## src/rtl/memory_bist_pkg.sv

```systemverilog
// memory_bist_pkg
//   Shared definitions for the memory BIST controller: memory geometry,
//   controller state encoding, LFSR seed and tap positions, and the LFSR
//   next-state helper used by both the LFSR sub-module and the controller.
package memory_bist_pkg;

    localparam int MEM_DEPTH = 16;
    localparam int MEM_AW    = 4;
    localparam int MEM_DW    = 16;

    localparam logic [MEM_DW-1:0] LFSR_DEFAULT_SEED = 16'hACE1;

    // Fibonacci feedback taps: fb = s[15] ^ s[13] ^ s[12] ^ s[10]
    localparam int LFSR_TAP_A = 15;
    localparam int LFSR_TAP_B = 13;
    localparam int LFSR_TAP_C = 12;
    localparam int LFSR_TAP_D = 10;

    typedef enum logic [2:0] {
        ST_IDLE  = 3'd0,
        ST_WRITE = 3'd1,
        ST_READ  = 3'd2,
        ST_DRAIN = 3'd3,
        ST_DONE  = 3'd4
    } bist_state_t;

    function automatic logic [MEM_DW-1:0] lfsr_step(input logic [MEM_DW-1:0] s);
        return {s[MEM_DW-2:0],
                s[LFSR_TAP_A] ^ s[LFSR_TAP_B] ^ s[LFSR_TAP_C] ^ s[LFSR_TAP_D]};
    endfunction

    // An all-zero seed would lock the LFSR at zero, so it is substituted.
    function automatic logic [MEM_DW-1:0] effective_seed(input logic [MEM_DW-1:0] s);
        return (s == '0) ? LFSR_DEFAULT_SEED : s;
    endfunction

endpackage

```

## src/rtl/memory_bist_if.sv

```systemverilog
// memory_bist_if
//   Port bundle between the BIST controller and the 16x16 memory.
//   master : controller side (drives address, write data and controls)
//   slave  : memory side (returns read data)
//   Signals:
//     mem_addr_in  [3:0]  word address
//     mem_data_in  [15:0] write data
//     mem_wr_en           1 = write, 0 = read
//     mem_op_en           operation enable
//     mem_cs              chip select
//     mem_data_out [15:0] read data, valid RD_LAT cycles after a read request
interface memory_bist_if;
    import memory_bist_pkg::*;

    logic [MEM_AW-1:0] mem_addr_in;
    logic [MEM_DW-1:0] mem_data_in;
    logic              mem_wr_en;
    logic              mem_op_en;
    logic              mem_cs;
    logic [MEM_DW-1:0] mem_data_out;

    modport master (
        output mem_addr_in,
        output mem_data_in,
        output mem_wr_en,
        output mem_op_en,
        output mem_cs,
        input  mem_data_out
    );

    modport slave (
        input  mem_addr_in,
        input  mem_data_in,
        input  mem_wr_en,
        input  mem_op_en,
        input  mem_cs,
        output mem_data_out
    );

endinterface

```

## src/rtl/memory_bist_lfsr16.sv

```systemverilog
// bist_lfsr16
//   16-bit Fibonacci LFSR pattern generator. Load has priority over advance
//   so the controller can rewind to the seed between the write and read
//   phases.
//   Ports:
//     clk, reset_n    clock, async active-low reset
//     load, load_val  synchronous load of a new state
//     advance         step the LFSR by one
//     lfsr_state      current LFSR value
module bist_lfsr16
    import memory_bist_pkg::*;
(
    input  logic              clk,
    input  logic              reset_n,
    input  logic              load,
    input  logic [MEM_DW-1:0] load_val,
    input  logic              advance,
    output logic [MEM_DW-1:0] lfsr_state
);

    always_ff @(posedge clk or negedge reset_n) begin
        if (!reset_n) begin
            lfsr_state <= '0;
        end else if (load) begin
            lfsr_state <= load_val;
        end else if (advance) begin
            lfsr_state <= lfsr_step(lfsr_state);
        end
    end

endmodule

```

## src/rtl/memory_bist.sv

```systemverilog
// memory_bist_ctrl
//   Write-then-readback self test for the 16x16 memory. Writes an LFSR
//   pattern to every word, reads every word back, and compares the returned
//   data against the regenerated pattern after RD_LAT cycles.
//   Parameters:
//     RD_LAT           memory read latency in cycles (1..4)
//   Ports:
//     clk, reset_n     clock, async active-low reset
//     start            run request, sampled only in IDLE
//     seed             pattern seed, zero is replaced by 16'hACE1
//     mem              memory port bundle (master side)
//     busy             high from the first write through the last drain cycle
//     done             one-cycle end-of-test pulse
//     pass             no mismatches in the last run
//     fail_count       mismatching words, saturating at 16
//     first_fail_addr  address of the first mismatching word
//
//   state    | meaning
//   ---------+-----------------------------------------------------------
//   ST_IDLE  | memory controls low, waiting for start
//   ST_WRITE | writing pattern word cnt to address cnt
//   ST_READ  | requesting read of address cnt, expected word enters pipe
//   ST_DRAIN | controls low, last RD_LAT read results being compared
//   ST_DONE  | done pulse, pass/fail summary presented
module memory_bist_ctrl
    import memory_bist_pkg::*;
#(
    parameter int RD_LAT = 1
)
(
    input  logic              clk,
    input  logic              reset_n,
    input  logic              start,
    input  logic [MEM_DW-1:0] seed,
    memory_bist_if.master     mem,
    output logic              busy,
    output logic              done,
    output logic              pass,
    output logic [4:0]        fail_count,
    output logic [MEM_AW-1:0] first_fail_addr
);

    localparam logic [MEM_AW-1:0] LAST_ADDR  = MEM_AW'(MEM_DEPTH - 1);
    localparam logic [MEM_AW-1:0] DRAIN_LAST = MEM_AW'(RD_LAT - 1);
    localparam logic [4:0]        FAIL_MAX   = 5'(MEM_DEPTH);

    bist_state_t       state;
    logic [MEM_AW-1:0] cnt;
    logic [MEM_DW-1:0] seed_q;
    logic [MEM_DW-1:0] seed_eff;

    logic              lfsr_load;
    logic              lfsr_adv;
    logic [MEM_DW-1:0] lfsr_load_val;
    logic [MEM_DW-1:0] lfsr_q;

    // Expect pipeline: stage RD_LAT-1 lines up with mem_data_out.
    logic [RD_LAT-1:0] pipe_vld;
    logic [MEM_DW-1:0] pipe_data [RD_LAT];
    logic [MEM_AW-1:0] pipe_addr [RD_LAT];

    logic              mismatch;
    logic [4:0]        fail_count_nxt;

    bist_lfsr16 u_lfsr (
        .clk        (clk),
        .reset_n    (reset_n),
        .load       (lfsr_load),
        .load_val   (lfsr_load_val),
        .advance    (lfsr_adv),
        .lfsr_state (lfsr_q)
    );

    always_comb begin
        seed_eff      = effective_seed(seed);
        lfsr_load     = 1'b0;
        lfsr_adv      = 1'b0;
        lfsr_load_val = seed_q;
        case (state)
            ST_IDLE: begin
                if (start) begin
                    lfsr_load     = 1'b1;
                    lfsr_load_val = seed_eff;
                end
            end
            ST_WRITE: begin
                // Rewind at the end of the write phase so reads regenerate
                // the same sequence from word 0.
                if (cnt == LAST_ADDR) lfsr_load = 1'b1;
                else                  lfsr_adv  = 1'b1;
            end
            ST_READ: lfsr_adv = 1'b1;
            default: ;
        endcase
    end

    always_comb begin
        mismatch = pipe_vld[RD_LAT-1] && (mem.mem_data_out != pipe_data[RD_LAT-1]);
        fail_count_nxt = fail_count;
        if (mismatch && (fail_count != FAIL_MAX)) fail_count_nxt = fail_count + 5'd1;
    end

    always_ff @(posedge clk or negedge reset_n) begin
        if (!reset_n) begin
            pipe_vld <= '0;
            for (int i = 0; i < RD_LAT; i++) begin
                pipe_data[i] <= '0;
                pipe_addr[i] <= '0;
            end
        end else begin
            pipe_vld[0]  <= (state == ST_READ);
            pipe_data[0] <= lfsr_q;
            pipe_addr[0] <= cnt;
            for (int i = 1; i < RD_LAT; i++) begin
                pipe_vld[i]  <= pipe_vld[i-1];
                pipe_data[i] <= pipe_data[i-1];
                pipe_addr[i] <= pipe_addr[i-1];
            end
        end
    end

    always_ff @(posedge clk or negedge reset_n) begin
        if (!reset_n) begin
            state           <= ST_IDLE;
            cnt             <= '0;
            seed_q          <= '0;
            mem.mem_addr_in <= '0;
            mem.mem_data_in <= '0;
            mem.mem_wr_en   <= 1'b0;
            mem.mem_op_en   <= 1'b0;
            mem.mem_cs      <= 1'b0;
            busy            <= 1'b0;
            done            <= 1'b0;
            pass            <= 1'b0;
            fail_count      <= '0;
            first_fail_addr <= '0;
        end else begin
            if (mismatch) begin
                fail_count <= fail_count_nxt;
                if (fail_count == '0) first_fail_addr <= pipe_addr[RD_LAT-1];
            end

            case (state)
                ST_IDLE: begin
                    if (start) begin
                        state           <= ST_WRITE;
                        cnt             <= '0;
                        seed_q          <= seed_eff;
                        fail_count      <= '0;
                        first_fail_addr <= '0;
                        pass            <= 1'b0;
                        busy            <= 1'b1;
                        mem.mem_cs      <= 1'b1;
                        mem.mem_op_en   <= 1'b1;
                        mem.mem_wr_en   <= 1'b1;
                        mem.mem_addr_in <= '0;
                        mem.mem_data_in <= seed_eff;
                    end
                end
                ST_WRITE: begin
                    if (cnt == LAST_ADDR) begin
                        state           <= ST_READ;
                        cnt             <= '0;
                        mem.mem_wr_en   <= 1'b0;
                        mem.mem_addr_in <= '0;
                        mem.mem_data_in <= '0;
                    end else begin
                        cnt             <= cnt + 1'b1;
                        mem.mem_addr_in <= cnt + 1'b1;
                        mem.mem_data_in <= lfsr_step(lfsr_q);
                    end
                end
                ST_READ: begin
                    if (cnt == LAST_ADDR) begin
                        state           <= ST_DRAIN;
                        cnt             <= '0;
                        mem.mem_cs      <= 1'b0;
                        mem.mem_op_en   <= 1'b0;
                        mem.mem_addr_in <= '0;
                    end else begin
                        cnt             <= cnt + 1'b1;
                        mem.mem_addr_in <= cnt + 1'b1;
                    end
                end
                ST_DRAIN: begin
                    if (cnt == DRAIN_LAST) begin
                        state <= ST_DONE;
                        cnt   <= '0;
                        busy  <= 1'b0;
                        done  <= 1'b1;
                        // Include a mismatch on the final compare, which
                        // lands on this same edge.
                        pass  <= (fail_count_nxt == '0);
                    end else begin
                        cnt <= cnt + 1'b1;
                    end
                end
                ST_DONE: begin
                    done  <= 1'b0;
                    state <= ST_IDLE;
                end
                default: state <= ST_IDLE;
            endcase
        end
    end

endmodule

```

## src/flat_wrapper.sv

```systemverilog
// flat-port wrapper written by rule: the top's interface ports become plain ports
module memory_bist_ctrl_flat import memory_bist_pkg::*;
#(
    parameter int RD_LAT = 1
)
  (clk, reset_n, start, seed, busy, done, pass, fail_count, first_fail_addr, mem_mem_addr_in, mem_mem_data_in, mem_mem_wr_en, mem_mem_op_en, mem_mem_cs, mem_mem_data_out);
  memory_bist_if mem_i ();
  input  logic clk;
  input  logic reset_n;
  input  logic start;
  input  logic [MEM_DW-1:0] seed;
  output logic busy;
  output logic done;
  output logic pass;
  output logic [4:0] fail_count;
  output logic [MEM_AW-1:0] first_fail_addr;
  output wire logic [$bits(mem_i.mem_addr_in)-1:0] mem_mem_addr_in;
  output wire logic [$bits(mem_i.mem_data_in)-1:0] mem_mem_data_in;
  output wire logic [$bits(mem_i.mem_wr_en)-1:0] mem_mem_wr_en;
  output wire logic [$bits(mem_i.mem_op_en)-1:0] mem_mem_op_en;
  output wire logic [$bits(mem_i.mem_cs)-1:0] mem_mem_cs;
  input wire logic [$bits(mem_i.mem_data_out)-1:0] mem_mem_data_out;
  assign mem_mem_addr_in = mem_i.mem_addr_in;
  assign mem_mem_data_in = mem_i.mem_data_in;
  assign mem_mem_wr_en = mem_i.mem_wr_en;
  assign mem_mem_op_en = mem_i.mem_op_en;
  assign mem_mem_cs = mem_i.mem_cs;
  assign mem_i.mem_data_out = mem_mem_data_out;
  memory_bist_ctrl #(.RD_LAT(RD_LAT)) u_core (.clk(clk), .reset_n(reset_n), .start(start), .seed(seed), .mem(mem_i), .busy(busy), .done(done), .pass(pass), .fail_count(fail_count), .first_fail_addr(first_fail_addr));
endmodule
```

## config.mk

```make
export PLATFORM = sky130hd
export DESIGN_NAME = memory_bist_ctrl_flat
export DESIGN_NICKNAME = d
export VERILOG_FILES = /design/src/rtl/memory_bist_pkg.sv /design/src/rtl/memory_bist_if.sv /design/src/rtl/memory_bist_lfsr16.sv /design/src/rtl/memory_bist.sv /design/src/flat_wrapper.sv
export SDC_FILE = /design/constraint.sdc
export NUM_CORES = 1
export LEC_CHECK = 0
export ABC_AREA = 1
export ABC_CLOCK_PERIOD_IN_PS = 4100
export CAP_MARGIN = 0
export CORE_MARGIN = 5
export CORE_UTILIZATION = 57
export DETAILED_ROUTE_END_ITERATION = 8
export PLACE_DENSITY = 0.81
export SYNTH_ARGS = -nofsm -noshare
export SYNTH_HDL_FRONTEND = slang
export SYNTH_SLANG_ARGS = --single-unit
```

## constraint.sdc

```tcl
create_clock -name clk -period 4.1 [get_ports clk]
set_input_delay 0.82 -clock clk [delete_from_list [all_inputs] [get_ports clk]]
set_output_delay 0.82 -clock clk [all_outputs]
set_load 0.01 [all_outputs]
```

==> flow_summary.toml, run 1 <==
[sta]
rsz0062_at_grt = "false"
period_needed_ns = 2.597
worst-slew-pin-transition_ns = 0.8176
final.period_utilization = 0.6335
timing.clock.skew_ns = 0.007024
layout_setup_ws_ns = 1.503
max_clock_freq_mhz = 385.0
drv_slew = 0
number_of_setup_violations_in_the_final_report = 0
timing.setup.tns_ns = 0
finalHoldViolations = 0
max-slew-margin-rel = 0.4549

[floorplanning]
initial_util = 0.5880
floorplan.io_pins = 70
chipWidth_um = 96.73
design.core.area_sq_um = 7292
num_rows = 31
fp.dieArea_sq_um = 9357
die_height_um = 96.73

[synthesis]
synth_top_cell_by_area = "sky130_fd_sc_hd__dfrtp_1"
ys_top_cells_by_area = "sky130_fd_sc_hd__dfrtp_1, sky130_fd_sc_hd__nand2_1, sky130_fd_sc_hd__nor2_1"
synth_area_sq_um = 4288
synth_common_cells = "sky130_fd_sc_hd__nand2_1, sky130_fd_sc_hd__dfrtp_1, sky130_fd_sc_hd__nor2_1"
async_reset_ff_frac = 1.000
ys_seq_area_frac = 0.5486
synth_cell_types = 31
synth_fp_nets = 537
yosys_warnings = 0
post-synth-top-count-cell = "sky130_fd_sc_hd__nand2_1"
ys_seq_elements = 94
synth-edff-count = 0
netlist_instances = 498
proportion_of_netlist_area_held_by_the_largest_area_contributor = 0.5486
synthesis.area_per_instance_sq_um = 8.610
ys_dominant_reg_cell = "sky130_fd_sc_hd__dfrtp_1"

[power]
pwr-share-comb = 0.452
netSwitchingFraction = 0.4060
share_clk_of_total_power = 0.156
sequentialPowerShare = 0.392
total_switching_power_mw = 1.755
internal_power_mw = 2.568
leakagePower_nw = 2.511
vdd_ir_drop_max_v = 0.0004584
power-per-cell-area_nw_per_um2 = 827.3

[cells_and_area]
antenna_cells = 0
final_core_utilization = 0.7165
syn_to_final_growth_pct = 21.86
final_layout_size_suffix_gt1_frac = 0.05634
finish.net_count = 602
layoutNonFillerInstCount = 667

[setup_path]
number_of_cell_instances_on_the_worst_register_to_register_path = 6
critPathCaptureType = "register"
crit_path_top_delay_cell = "sky130_fd_sc_hd__inv_1"
crit_chain = "clkdlybuf4s50_1 > inv_1 > nor2_4 > inv_2 > nand2_1 > inv_1 > nand2_1 > a31oi_1"
worst_setup_sp_type = "input pin"
worstPathMaxFanout = 20
crit_required_ns = 4.36
critical_path_arrival_ns = 2.86
slowest_delay_ns = 0.45
setup.worst_path.class = "input pin to register"

[min_path]
worst_hold_path.num_cells = 0
worst_hold_path_type = "register to register"

[placement]
dp_slack_ns = 1.171
detailedPlacementHpwl_mm = 7.142
dp_cells = 651
placement.io_buffers = 69
gp_routability_congestion = 0.8728

[drt]
routed_wl_mm = 9.660
routed_length_per_instance_um = 14.48
detail_route.vias_per_cell = 5.357
drt_pre_antenna_iters = 5
route.antenna.remaining_nets = 0
initialDrtViolationCount = 265
via_count = 3573
route.detailed.drc = 0

[grt]
grt_pass1_vias = 3399
global_route_usage_over_all_layers = 0.2145
antenna_violations_before_repair = 0
grt.overflow.total = 0
wire_length_of_the_first_global_routing_pass_mm = 16.48
grt_max_degree = 70

[clock_network]
tritoncts.num_buffers = 9
htree_levels = 3
cts_resized = 0
cts.hold.buffers_added = 0
clock_sink_count = 94
clk_transition_reported_paths_ns = 0.08
tritoncts_clock_tree = "done"
clk-insertion-delay-late_ns = 0.35
cts_root_buf = "sky130_fd_sc_hd__clkbuf_8"
max-clock-path-buffers = 2
cts_post_setup_buffers_inserted = 0

[run]
maxCapViolations = 0

[run_status]
status = "finished, final reports clean"
-- cell families after synthesis --
logic type / share of synthesized area
buf+inv: 0.08841
compound gates: 0.1336
simple gates: 0.1990
flops: 0.5486
fa+ha+maj: 0.01167
xor+xnor: 0.01634
mux: 0.002334
-- flip-flops by register name, indices dropped and copies added (netlist names) --
signal	flops
u_core.pipe_data	16
u_core.pipe_vld	1
u_core.busy	1
u_core.seed_q	16
u_core.first_fail_addr	4
u_core.state	3
u_core.mem.mem_op_en	1
u_core.cnt	4
u_core.mem.mem_addr_in	4
u_core.mem.mem_wr_en	1
u_core.mem.mem_data_in	16
u_core.pass	1
u_core.fail_count	5
u_core.done	1
u_core.u_lfsr.lfsr_state	16
u_core.pipe_addr	4
-- layout make-up --
type,count,area [sq um]
well taps,99,123.9
fillers,560,2067
flip-flops and latches,94,2352
multi-input cells,316,1556
inverters,71,266.5
repair buffers,71,703.2
clock buffers,11,141.4
clock inverters,5,81.33
-- layer usage --
layer  up-vias  share of wire  global-route usage
li1       1721              -                   -
met1      1696           0.47              0.3198
met2       143           0.45              0.3163
met3        13          0.065             0.04029
met4         0          0.014             0.07235
met5         -              0                   0
-- power by group through the flow --
stage	sequential (mW)	clock [mW]	combinational (mW)
after CTS	1.69	0.683	1.95
final	1.70	0.673	1.95
after detailed placement	1.70	0	1.93
after global routing	1.75	0.722	2.20
after global placement	1.68	0	1.87
after floorplan	1.68	0	1.30
-- worst paths after layout --
path / startpoint / endpoint / slack (ns)
max: start / u_core.u_lfsr.lfsr_state[15] / 1.50
min: u_core.u_lfsr.lfsr_state[8] / u_core.pipe_data[8] / 0.38
max reg2reg: u_core.state[2] / u_core.mem.mem_data_in[3] / 1.66
min reg2reg: u_core.u_lfsr.lfsr_state[8] / u_core.pipe_data[8] / 0.38
max in group asynchronous: reset_n / u_core.pipe_data[11] / 2.70
min in group asynchronous: reset_n / u_core.cnt[0] / 0.56
-- through the flow --
stage	power, mW	hold WS, ns	area [sq um]
after global placement	3.549	0.3603	5002
after floorplan	2.981	0.3537	4288
final	4.323	0.3787	5225
after CTS	4.330	0.3836	5225
after detailed placement	3.636	0.3627	5002
after global routing	4.671	0.3953	5225
-- cell usage in the layout, fill, tap and decap left out, types with 3 or more instances in the layout --
master / n
sky130_fd_sc_hd__a21oi_1: 20
sky130_fd_sc_hd__a31oi_1: 7
sky130_fd_sc_hd__buf_4: 3
sky130_fd_sc_hd__clkbuf_8: 10
sky130_fd_sc_hd__clkdlybuf4s50_1: 68
sky130_fd_sc_hd__dfrtp_1: 94
sky130_fd_sc_hd__ha_1: 4
sky130_fd_sc_hd__inv_1: 68
sky130_fd_sc_hd__inv_2: 3
sky130_fd_sc_hd__nand2_1: 98
sky130_fd_sc_hd__nand2_2: 4
sky130_fd_sc_hd__nand3_1: 12
sky130_fd_sc_hd__nand4_1: 5
sky130_fd_sc_hd__nor2_1: 79
sky130_fd_sc_hd__nor2_4: 3
sky130_fd_sc_hd__o21a_1: 6
sky130_fd_sc_hd__o21ai_0: 24
sky130_fd_sc_hd__o21ai_1: 7
sky130_fd_sc_hd__o21bai_1: 7
sky130_fd_sc_hd__o22ai_1: 20
sky130_fd_sc_hd__xor2_1: 6
-- worst max-delay path: cells and delay by family --
family	cells	cell delay, ns
AOI/OAI and AO/OA	1	0.20
and+or+nand+nor	3	0.58
buffers and inverters	4	1.24
Power figures use the tool's default switching activity.
==> run 2: changes to the inputs <==
Settings changed: ABC_CLOCK_PERIOD_IN_PS 4100 to 2200, CORE_UTILIZATION 57 to 48, PLACE_DENSITY 0.81 to 0.73.
Clock period 4.1 ns to 2.2 ns, I/O delays scaled along.
==> run 2 against run 1 <==
  * Critical path depth unchanged
  * Total power up 86%
  * Clock-buffer cell count down 1
  * Sequential cell count unchanged
  * Die area up 17%
  * Global-route usage down 3.2 points
  * Non-clock buffer count up 9
  * Clock skew up 0.0081 ns
  * Combinational power up 95%
  * Highest routed layer unchanged
==> flow_summary.toml, run 2 (synthesized netlist as in run 1, its figures left out) <==
[sta]
max_clock_freq_mhz = 522.9
rsz0062_at_grt = "false"
worst-slew-pin-transition_ns = 0.4001
finalHoldWorstSlack_ns = 0.3837
finalHoldViolations = 0
period_needed_ns = 1.912
timing.clock.skew_ns = 0.01516
number_of_setup_violations_in_the_final_report = 0
max-slew-margin-rel = 0.7312
drv_slew = 0
final.period_utilization = 0.8693

[floorplanning]
chipWidth_um = 104.5
initial_util = 0.4917
fp.dieArea_sq_um = 10920
die_height_um = 104.5
floorplan.io_pins = 70
design.core.area_sq_um = 8721
num_rows = 34

[power]
pwr-share-comb = 0.473
vdd_ir_drop_max_v = 0.0006780
internal_power_mw = 4.715
total_switching_power_mw = 3.314
netSwitchingFraction = 0.4127
sequentialPowerShare = 0.392
power-per-cell-area_nw_per_um2 = 1511
leakagePower_nw = 2.546
share_clk_of_total_power = 0.135

[placement]
gp_routability_congestion = 0.8236
detailedPlacementHpwl_mm = 7.367
placement.io_buffers = 69

[drt]
detail_route.vias_per_cell = 5.092
initialDrtViolationCount = 255
routed_length_per_instance_um = 14.19
via_count = 3488
drt_pre_antenna_iters = 5
route.antenna.remaining_nets = 0
route.detailed.drc = 0
routed_wl_mm = 9.719

[cells_and_area]
antenna_cells = 0
final_core_utilization = 0.6092
syn_to_final_growth_pct = 23.90
final_common_cell = "sky130_fd_sc_hd__nand2_1"
finish.net_count = 611
final_layout_size_suffix_gt1_frac = 0.07106
mostFrequentLayoutCells = "sky130_fd_sc_hd__nand2_1, sky130_fd_sc_hd__dfrtp_1, sky130_fd_sc_hd__nor2_1, sky130_fd_sc_hd__inv_1, sky130_fd_sc_hd__clkdlybuf4s50_1"

[grt]
global_route_usage_over_all_layers = 0.1823
antenna_violations_before_repair = 0
grt_max_degree = 39
wire_length_of_the_first_global_routing_pass_mm = 16.37
grt_pass1_vias = 3389
grt.overflow.total = 0

[clock_network]
cts_root_buf = "sky130_fd_sc_hd__clkbuf_8"
htree_levels = 3
clock_sink_count = 94
cts_post_setup_buffers_inserted = 0
max-clock-path-buffers = 2
clk-insertion-delay-late_ns = 0.37
cts_resized = 0
tritoncts.num_buffers = 9
clk_transition_reported_paths_ns = 0.09
tritoncts_clock_tree = "done"

[setup_path]
setup.worst_path.class = "register to register"
crit_family = "simple AND/OR/NAND/NOR gates"
worstPathBufferInverterCount = 2
crit_required_ns = 2.44
worst_setup_sp_type = "register"
critical_path_arrival_ns = 2.15
crit_chain = "nor2_2 > nand2_2 > nor2_4 > inv_2 > nand2_1 > inv_1 > nor2_1 > o22ai_1"
crit_path_top_delay_cell = "sky130_fd_sc_hd__dfrtp_1"
worstPathMaxFanout = 13
critPathCaptureType = "register"
slowest_delay_ns = 0.48

[run]
maxCapViolations = 0

[run_status]
status = "finished, final reports clean"

[min_path]
worst_hold_path_type = "register to register"
## run 2: cell types whose count changed in the layout (fill, tap and decap cells not counted), sizes merged
cell / change
buf: +8
bufinv: -2
clkinvlp: +2
inv: +2
clkbuf: -1
clkinv: -1
dlygate4sd3: +1
## run 2: timing repair
item / CTS / global route
endpoints found under the setup margin: 0 / 0
endpoints found under the hold margin: 24 / 0
hold buffers: 1 / 0
## run 2: path summary, 6_finish.rpt
path / cells after the start / end / from / slack, ns
max: 8 / u_core.u_lfsr.lfsr_state[3] / u_core.state[2] / 0.29
min: 0 / u_core.pipe_data[3] / u_core.u_lfsr.lfsr_state[3] / 0.38
max reg2reg: 8 / u_core.u_lfsr.lfsr_state[3] / u_core.state[2] / 0.29
min reg2reg: 0 / u_core.pipe_data[3] / u_core.u_lfsr.lfsr_state[3] / 0.38
max in group asynchronous: 3 / u_core.done / reset_n / 1.13
min in group asynchronous: 2 / u_core.seed_q[15] / reset_n / 0.53
## run 2: layout make-up
class | count | area, sq um
Clock buffer | 10 | 137.6
Clock inverter | 6 | 53.80
Fill cell | 729 | 3408
Inverter | 71 | 266.5
Multi-Input combinational cell | 316 | 1556
Sequential cell | 94 | 2352
Tap cell | 108 | 135.1
Timing Repair Buffer | 80 | 810.8
## run 2: metrics by stage
step	setup WS, ns	std cells	total power, mW	area (sq um)	TNS (ns)
finish	0.2876	685	8.029	5313	0
global route	0.06336	685	8.706	5313	0
CTS	0.2867	685	8.077	5313	0
detailed placement	-0.0008336	668	6.948	5111	-0.0008336
global placement	0.07482	668	6.806	5111	0
floorplan	0.6998	498	5.555	4288	0
## run 2: per-layer routing
layer  track usage  vias up  part of all wire
li1              -     1739                 -
met1        0.2718     1632              0.49
met2        0.2652      107              0.44
met3       0.03724       10             0.054
met4       0.06198        0             0.011
met5             0        -                 0
## run 2: power groups by stage
stage | clock network (mW) | registers (mW) | logic [mW]
finish | 1.09 | 3.15 | 3.80
global route | 1.19 | 3.25 | 4.27
CTS | 1.11 | 3.14 | 3.83
detailed placement | 0 | 3.17 | 3.78
global placement | 0 | 3.14 | 3.67
floorplan | 0 | 3.13 | 2.43
